`src/rtl/bitmanip_pkg.sv`:
```
// Shared constants and helpers for the bitmanip datapath: butterfly masks for the
// generalised zip/unzip network and the single-stage conditional swap.
package bitmanip_pkg;

    typedef enum logic {
        GZIP_ZIP   = 1'b0,
        GZIP_UNZIP = 1'b1
    } gzip_mode_e;

    // Index k selects the stage with shift 2^k; narrower datapaths take the low bits.
    localparam logic [4:0][63:0] GZIP_MASK_L = {
        64'h0000ffff00000000,
        64'h00ff000000ff0000,
        64'h0f000f000f000f00,
        64'h3030303030303030,
        64'h4444444444444444
    };

    localparam logic [4:0][63:0] GZIP_MASK_R = {
        64'h00000000ffff0000,
        64'h0000ff000000ff00,
        64'h00f000f000f000f0,
        64'h0c0c0c0c0c0c0c0c,
        64'h2222222222222222
    };

    function automatic logic [63:0] gzip_stage(
        input logic [63:0] x,
        input logic [63:0] l,
        input logic [63:0] r,
        input int unsigned s
    );
        return (x & ~(l | r)) | ((x << s) & l) | ((x >> s) & r);
    endfunction

endpackage

```
`src/rtl/gzip_slot.sv`:
```
// One butterfly slot: picks its stage from the mode bit, conditionally swaps, and
// either registers the result behind a valid/ready handshake or passes it straight on.
module gzip_slot
    import bitmanip_pkg::*;
#(
    parameter int XLEN  = 32,
    parameter int TAG_W = 4,
    parameter int NS    = 4,
    parameter int IDX   = 0,
    parameter int REG   = 1,
    parameter int OUT   = 0
) (
    input  logic                     clock,
    input  logic                     resetn,
    input  logic                     flush,
    input  logic                     up_valid,
    output logic                     up_ready,
    input  logic [XLEN-1:0]          up_data,
    input  logic [$clog2(XLEN)-1:0]  up_ctrl,
    input  logic [TAG_W-1:0]         up_tag,
    output logic                     down_valid,
    input  logic                     down_ready,
    output logic [XLEN-1:0]          down_data,
    output logic [$clog2(XLEN)-1:0]  down_ctrl,
    output logic [TAG_W-1:0]         down_tag
);

    localparam int CW = $clog2(XLEN);
    localparam int SA = IDX;
    localparam int SD = NS - 1 - IDX;
    localparam int unsigned SH_A = 32'd1 << SA;
    localparam int unsigned SH_D = 32'd1 << SD;

    logic [XLEN-1:0] swap_data;

    // Ascending order runs stage IDX here, descending runs the mirrored stage.
    always_comb begin
        swap_data = up_data;
        if (gzip_mode_e'(up_ctrl[0]) == GZIP_UNZIP) begin
            if (up_ctrl[SA+1])
                swap_data = XLEN'(gzip_stage(64'(up_data), GZIP_MASK_L[SA], GZIP_MASK_R[SA], SH_A));
        end else begin
            if (up_ctrl[SD+1])
                swap_data = XLEN'(gzip_stage(64'(up_data), GZIP_MASK_L[SD], GZIP_MASK_R[SD], SH_D));
        end
    end

    generate
        if (REG != 0) begin : g_reg
            logic             valid_reg;
            logic [XLEN-1:0]  data_reg;
            logic [CW-1:0]    ctrl_reg;
            logic [TAG_W-1:0] tag_reg;
            logic             load;

            assign up_ready = !valid_reg || down_ready;
            assign load     = up_valid && up_ready;

            always_ff @(posedge clock or negedge resetn) begin
                if (!resetn)
                    valid_reg <= 1'b0;
                else if (flush)
                    valid_reg <= 1'b0;
                else if (up_ready)
                    valid_reg <= up_valid;
            end

            // Only the slot driving the unit outputs needs a defined payload after reset.
            if (OUT != 0) begin : g_rst_payload
                always_ff @(posedge clock or negedge resetn) begin
                    if (!resetn) begin
                        data_reg <= '0;
                        ctrl_reg <= '0;
                        tag_reg  <= '0;
                    end else if (load) begin
                        data_reg <= swap_data;
                        ctrl_reg <= up_ctrl;
                        tag_reg  <= up_tag;
                    end
                end
            end else begin : g_payload
                always_ff @(posedge clock) begin
                    if (load) begin
                        data_reg <= swap_data;
                        ctrl_reg <= up_ctrl;
                        tag_reg  <= up_tag;
                    end
                end
            end

            assign down_valid = valid_reg;
            assign down_data  = data_reg;
            assign down_ctrl  = ctrl_reg;
            assign down_tag   = tag_reg;
        end else begin : g_comb
            logic unused_seq;

            assign unused_seq = &{1'b0, clock, resetn, flush};
            assign up_ready   = down_ready;
            assign down_valid = up_valid;
            assign down_data  = swap_data;
            assign down_ctrl  = up_ctrl;
            assign down_tag   = up_tag;
        end
    endgenerate

endmodule

```
`src/rtl/gzip_pipe.sv`:
```
// Pipelined generalised zip/unzip unit: a chain of butterfly slots with valid/ready
// handshaking, a sideband tag and a synchronous flush.
module gzip_pipe
    import bitmanip_pkg::*;
#(
    parameter int XLEN  = 32,
    parameter int PIPE  = 1,
    parameter int TAG_W = 4
) (
    input  logic                     clock,
    input  logic                     resetn,
    input  logic                     flush,
    input  logic                     in_valid,
    output logic                     in_ready,
    input  logic [XLEN-1:0]          in_data,
    input  logic [$clog2(XLEN)-1:0]  in_ctrl,
    input  logic [TAG_W-1:0]         in_tag,
    output logic                     out_valid,
    input  logic                     out_ready,
    output logic [XLEN-1:0]          out_data,
    output logic [TAG_W-1:0]         out_tag
);

    localparam int CW = $clog2(XLEN);
    localparam int NS = CW - 1;

    logic             valid_chain [NS+1];
    logic             ready_chain [NS+1];
    logic [XLEN-1:0]  data_chain  [NS+1];
    logic [CW-1:0]    ctrl_chain  [NS+1];
    logic [TAG_W-1:0] tag_chain   [NS+1];
    logic             unused_ctrl;

    assign valid_chain[0]  = in_valid;
    assign data_chain[0]   = in_data;
    assign ctrl_chain[0]   = in_ctrl;
    assign tag_chain[0]    = in_tag;
    assign in_ready        = ready_chain[0];
    assign ready_chain[NS] = out_ready;
    assign out_valid       = valid_chain[NS];
    assign out_data        = data_chain[NS];
    assign out_tag         = tag_chain[NS];
    assign unused_ctrl     = &{1'b0, ctrl_chain[NS]};

    // With PIPE=0 only the final slot registers, giving a single-cycle unit.
    generate
        for (genvar gi = 0; gi < NS; gi++) begin : g_slot
            gzip_slot #(
                .XLEN  (XLEN),
                .TAG_W (TAG_W),
                .NS    (NS),
                .IDX   (gi),
                .REG   (((PIPE != 0) || (gi == NS - 1)) ? 1 : 0),
                .OUT   ((gi == NS - 1) ? 1 : 0)
            ) u_slot (
                .clock      (clock),
                .resetn     (resetn),
                .flush      (flush),
                .up_valid   (valid_chain[gi]),
                .up_ready   (ready_chain[gi]),
                .up_data    (data_chain[gi]),
                .up_ctrl    (ctrl_chain[gi]),
                .up_tag     (tag_chain[gi]),
                .down_valid (valid_chain[gi+1]),
                .down_ready (ready_chain[gi+1]),
                .down_data  (data_chain[gi+1]),
                .down_ctrl  (ctrl_chain[gi+1]),
                .down_tag   (tag_chain[gi+1])
            );
        end
    endgenerate

endmodule
```
`config.mk`:
```
export PLATFORM = sky130hd
export DESIGN_NAME = gzip_pipe
export DESIGN_NICKNAME = d
export VERILOG_FILES = /design/src/rtl/bitmanip_pkg.sv /design/src/rtl/gzip_slot.sv /design/src/rtl/gzip_pipe.sv
export SDC_FILE = /design/constraint.sdc
export NUM_CORES = 1
export LEC_CHECK = 0
export ABC_AREA = 1
export CAP_MARGIN = 20
export CORE_MARGIN = 2
export CORE_UTILIZATION = 25
export DETAILED_ROUTE_END_ITERATION = 16
export SETUP_SLACK_MARGIN = 0.05
export SLEW_MARGIN = 20
export SYNTH_ARGS = -nofsm -noshare
export SYNTH_HDL_FRONTEND = slang
export SYNTH_SLANG_ARGS = --single-unit
```
`constraint.sdc`:
```
create_clock -name clock -period 5 [get_ports clock]
set_input_delay 1 -clock clock [delete_from_list [all_inputs] [get_ports clock]]
set_output_delay 1 -clock clock [all_outputs]
set_load 0.05 [all_outputs]
```
==> impl_metrics.csv, run 1 <==
group,metric,value,unit
critical_path,cp-start-kind,"input pin",
placement,place_congestion,0.751,
floorplan,dieArea,30800,um^2
critical_path,crit_family,"buffers and inverters",
timing,worst_pin_slew,899,ps
global_route,overflow,0,
power_and_ir_drop,seqPwrFrac,47.9,%
yosys,ys_seq_area_share,63.0,%
global_route,grt_util_all_layers,9.63,%
power_and_ir_drop,vdd_drop_max,0.218,mV
global_route,grt_pass1_wl,23500,um
timing,finalSetupViolations,0,
global_route,grt_pass1_vias,4607,
floorplan,dieHeight,176,um
floorplan,start_util,25.5,%
yosys,yosysWarnings,0,
timing,slew_headroom,40.1,%
power_and_ir_drop,swShare,26.0,%
final_layout,fin_area,8830,um^2
clock_network,cts_resized,0,
timing,hold_violations,0,
critical_path,cp_data_required_time,4000,ps
worst_hold_path,hp-class,"reg -> reg",
timing,clock_skew,9.82,ps
timing,period_needed,3700,ps
final_layout,utilization,30.6,%
final_layout,num-fill-cells,2988,
routing,drc,0,
power_and_ir_drop,leakagePower,3.73,nW
floorplan,dieWidth,176,um
critical_path,critPathCaptureType,"output port",
routing,drt_iter0_drc,346,
critical_path,cpPeakStageDelay,710,ps
critical_path,crit_slowest_cell,"clkdlybuf4s50_1",
timing,clock.fmax,270,MHz
floorplan,io_pins,84,
yosys,netlist_area,7350,um^2
run,drv_cap,0,
routing,wl_per_cell,11.5,um
final_layout,nets,852,
timing,setup_ws,1300,ps
run_status,status,"finished, final reports clean",
routing,routed-via-count,4765,
clock_network,max-clock-path-buffers,2,
placement,place_ws,1310,ps
yosys,synth.avg_cell_area,9.66,um^2
placement,place.detailed.hpwl,10400,um
power_and_ir_drop,power_switching,0.874,mW
yosys,syn_inst,761,
final_layout,drive_above_1_share,5.62,%
yosys,synthTopCellsByArea,"edfxtp_1 49%, nand2_1 16%, dfrtp_1 14%",
floorplan,rows,62,
clock_network,cts-buffers-inserted,17,
critical_path,path_common_cell,"clkdlybuf4s50_1",
clock_network,cts.reportedPaths.clkPinSlew,60,ps
placement,placement.io_buffers,83,
routing,vias_per_cell,3.96,
yosys,synth-seq-cells,161,
placement,dp_cells,1171,
timing,period_share,74.0,%
clock_network,htreeDepth,4,
yosys,synth.distinct_cells,22,
timing,drv_slew,0,
floorplan,core_area,28900,um^2
yosys,synth_area_leader_cell,"edfxtp_1",
power_and_ir_drop,combPwrFrac,15.5,%
critical_path,cp.arrival,2700,ps
clock_network,hold_buffers,0,
critical_path,path_cells,"clkdlybuf4s50_1 -> inv_1 -> nand3_1 -> nor2_1 -> nand2_1 -> clkdlybuf4s50_1",
global_route,antenna_found_initial,0,
clock_network,clkLatencyLatePin,420,ps
timing,grt_setup_unrepaired,"no",
clock_network,root_buffer,"clkbuf_16",
clock_network,clock-sinks,161,
clock_network,tritoncts,"yes",
critical_path,criticalPathCategory,"in -> out",
power_and_ir_drop,clock_power_share,36.6,%
final_layout,layoutNonFillerInstCount,1203,
power_and_ir_drop,power,3.36,mW
power_and_ir_drop,power_density,380,nW/um^2
yosys,synth_nets,807,
routing,firstDrtPassIters,5,
power_and_ir_drop,p_int,2.48,mW
timing,timing.hold.ws,417,ps
critical_path,worstPathMaxFanout,4,
global_route,grt_max_degree,42,
placement,postPlaceCellArea,8260,um^2
final_layout,area_growth,20.1,%
routing,drtAntennaViolNets,0,
final_layout,num_antenna_cells,0,
timing,finalSetupTns,0,ps
clock_network,post-cts-setup-buffers,0,
yosys,yosys.area.top_type_share,49.4,%
critical_path,cp_num_buf_inv,3,
routing,routed_wl,13800,um
-- worst paths after layout --
check	startpoint	end	slack (ps)	depth (start not counted)
worst max-delay path	out_ready	in_ready	1300	6
worst min-delay path	g_slot[1].u_slot.down_ctrl[4]	g_slot[2].u_slot.down_ctrl[4]	420	0
worst max register to register	g_slot[3].u_slot.down_valid	g_slot[0].u_slot.down_tag[2]	3340	4
worst min register to register	g_slot[1].u_slot.down_ctrl[4]	g_slot[2].u_slot.down_ctrl[4]	420	0
max in group asynchronous	resetn	g_slot[3].u_slot.down_data[17]	3720	1
min in group asynchronous	resetn	g_slot[3].u_slot.down_tag[2]	700	1
-- state kept, by name, summed over array words and instances, names as in the netlist --
name / cells
g_slot.u_slot.down_ctrl: 13
g_slot.u_slot.down_valid: 4
g_slot.u_slot.down_tag: 16
g_slot.u_slot.down_data: 128
-- cell type report --
type	instances	area, um^2	area share, %
sequential	161	4630	52.5
clock inverter	4	51.3	0.581
clock buffer	28	518	5.86
timing repair buffer	87	856	9.69
multi-input combinational	471	2020	22.8
tap	384	480	5.44
inverter	68	275	3.12
-- metal layers --
metal	vias to the layer above	global-route usage, %	share of wire [%]
met5	-	0	0
met4	0	3.10	1.2
met3	10	4.05	5.1
met2	94	14.9	45
met1	2119	12.2	48
li1	2542	-	-
-- synthesized netlist by cell type --
cell / count
nand3_1: 34
o211ai_1: 2
inv_4: 3
nor2_1: 13
buf_2: 16
o21a_1: 1
edfxtp_1: 121
clkbuf_1: 1
buf_4: 38
nor2_8: 1
nand2_2: 6
inv_2: 3
dfrtp_1: 40
o21ai_1: 14
nand2_1: 305
nand2_8: 1
a21oi_1: 19
o21ai_0: 74
buf_6: 6
inv_1: 61
clkinv_8: 1
a21boi_0: 1
-- placed cells by master (no fill, tap or decap), drive strengths merged --
| cell type | n |
|---|---|
| nand3 | 34 |
| o211ai | 2 |
| clkinv | 3 |
| bufinv | 1 |
| inv | 67 |
| o21ai | 88 |
| clkdlybuf4s50 | 82 |
| clkinvlp | 1 |
| buf | 5 |
| o21a | 1 |
| nor2 | 14 |
| dfrtp | 40 |
| a21boi | 1 |
| a21oi | 19 |
| edfxtp | 121 |
| nand2 | 312 |
| clkbuf | 28 |
-- power groups by stage --
stage,logic [mW],registers (mW),clock network (mW)
floorplan,0.393,1.64,0
global route,0.569,1.62,1.32
detailed placement,0.527,1.64,0
finish,0.522,1.61,1.23
CTS,0.528,1.61,1.26
global placement,0.522,1.63,0
-- logic make-up (layout without fill, tap and decap cells) --
group / after synthesis / count (layout) / synth area share (%)
AO/OA/AOI/OAI: 111 / 111 / 7.69
AND/OR/NAND/NOR: 360 / 360 / 19.6
buffers and inverters: 129 / 187 / 9.68
flip-flops: 161 / 161 / 63.0
(Power assumes the default switching activity.)
==> inputs of run 2 (changes only) <==
Clock period 5 ns to 3.03 ns, I/O delays scaled along.
==> impl_metrics.csv, run 2 (synthesized netlist as in run 1, its figures left out) <==
group,metric,value,unit
run_status,status,"finished, final reports clean",
final_layout,nets,853,
routing,wl_per_cell,11.5,um
routing,routed-via-count,4766,
clock_network,root_buffer,"clkbuf_16",
global_route,grt_max_degree,42,
run,drv_cap,0,
critical_path,cpPeakStageDelay,410,ps
placement,place_congestion,0.767,
final_layout,final_common_cell,"nand2_1",
critical_path,critPathCaptureType,"output port",
final_layout,most-common-layout-cells,"305 x nand2_1, 121 x edfxtp_1, 81 x clkdlybuf4s50_1",
global_route,grt_pass1_vias,4468,
floorplan,dieArea,30800,um^2
critical_path,cp_data_required_time,2420,ps
global_route,overflow,0,
worst_hold_path,hp-class,"in -> async",
timing,finalSetupTns,0,ps
routing,firstDrtPassIters,5,
timing,drv_slew,0,
clock_network,cts-buffers-inserted,17,
critical_path,cp.arrival,1800,ps
placement,placement.io_buffers,83,
floorplan,rows,62,
routing,drtAntennaViolNets,0,
timing,grt_setup_unrepaired,"no",
final_layout,num-fill-cells,2997,
floorplan,start_util,25.5,%
final_layout,largest_reg_flops,128,
timing,period_needed,2410,ps
clock_network,clock-sinks,161,
critical_path,criticalPathCategory,"in -> out",
final_layout,utilization,30.7,%
floorplan,core_area,28900,um^2
clock_network,cts.reportedPaths.clkPinSlew,60,ps
clock_network,post-cts-setup-buffers,0,
timing,period_share,79.5,%
global_route,grt_pass1_wl,23300,um
timing,finalSetupViolations,0,
timing,clock.fmax,415,MHz
critical_path,worstPathMaxFanout,4,
critical_path,crit_family,"buffers and inverters",
final_layout,num_antenna_cells,0,
critical_path,path_cells,"clkdlybuf4s50_1 -> inv_1 -> nand3_1 -> nor2_1 -> nand2_1 -> buf_4",
timing,clock_skew,8.75,ps
global_route,antenna_found_initial,0,
routing,drt_iter0_drc,386,
final_layout,area_growth,20.4,%
floorplan,io_pins,84,
clock_network,tritoncts,"yes",
clock_network,hold_buffers,0,
timing,hold_violations,0,
clock_network,max-clock-path-buffers,2,
critical_path,crit_slowest_cell,"clkdlybuf4s50_1",
routing,routed_wl,13900,um
critical_path,cp-start-kind,"input pin",
clock_network,cts_resized,0,
critical_path,cp_num_buf_inv,3,
power_and_ir_drop,leakagePower,3.74,nW
floorplan,dieHeight,176,um
global_route,grt_util_all_layers,9.42,%
timing,slew_headroom,37.5,%
clock_network,clkLatencyLatePin,410,ps
power_and_ir_drop,power_density,631,nW/um^2
final_layout,drive_above_1_share,6.59,%
placement,place.detailed.hpwl,10300,um
clock_network,htreeDepth,4,
floorplan,dieWidth,176,um
routing,vias_per_cell,3.96,
timing,worst_pin_slew,938,ps
power_and_ir_drop,vdd_drop_max,0.365,mV
routing,drc,0,
[run 2: per-stage QoR]
stage                     hold WS, ps  total power [mW]  cell area [um^2]  instances  setup WS [ps]
final                             330              5.59              8850       1204            622
after global routing              399              5.84              8850       1204            529
after global placement            403              3.55              8270       1172            624
after floorplan                   310              3.35              7360        761            531
after CTS                         357              5.66              8850       1204            611
after detailed placement          405              3.57              8270       1172            615
[run 2: metal layers]
layer  GRT usage (%)  wire length [um]  vias up
li1                -                 -     2540
met1            13.2              7020     2103
met2            13.8              5940      119
met3            2.94               798        4
met4            3.00               109        0
met5               0                 0        -
[run 2: worst paths after layout]
path | from | end | slack, ps | cells past startpoint
max in group asynchronous | resetn | g_slot[3].u_slot.down_data[17] | 2100 | 1
worst min-delay path | resetn | g_slot[3].u_slot.down_data[0] | 330 | 1
worst max register to register | g_slot[2].u_slot.down_valid | g_slot[0].u_slot.down_data[14] | 1420 | 4
worst max-delay path | out_ready | in_ready | 620 | 6
worst min register to register | g_slot[1].u_slot.down_data[0] | g_slot[2].u_slot.down_data[0] | 410 | 0
min in group clock | g_slot[1].u_slot.down_data[0] | g_slot[2].u_slot.down_data[0] | 410 | 0
[run 2: where the power goes]
group	leakage, nW	internal (mW)	switching (mW)
logic	1.79	0.291	0.563
clock network	0.278	1.22	0.857
registers	1.67	2.56	0.0936
[run 2: layout make-up]
cell class                 instances  area [um^2]  share of cell area [%]
multi-input combinational        471         2020                    22.8
sequential                       161         4630                    52.4
timing repair buffer              88          861                    9.72
inverter                          68          275                    3.11
tap                              384          480                    5.43
clock buffer                      17          425                    4.81
clock inverter                    15          158                    1.78
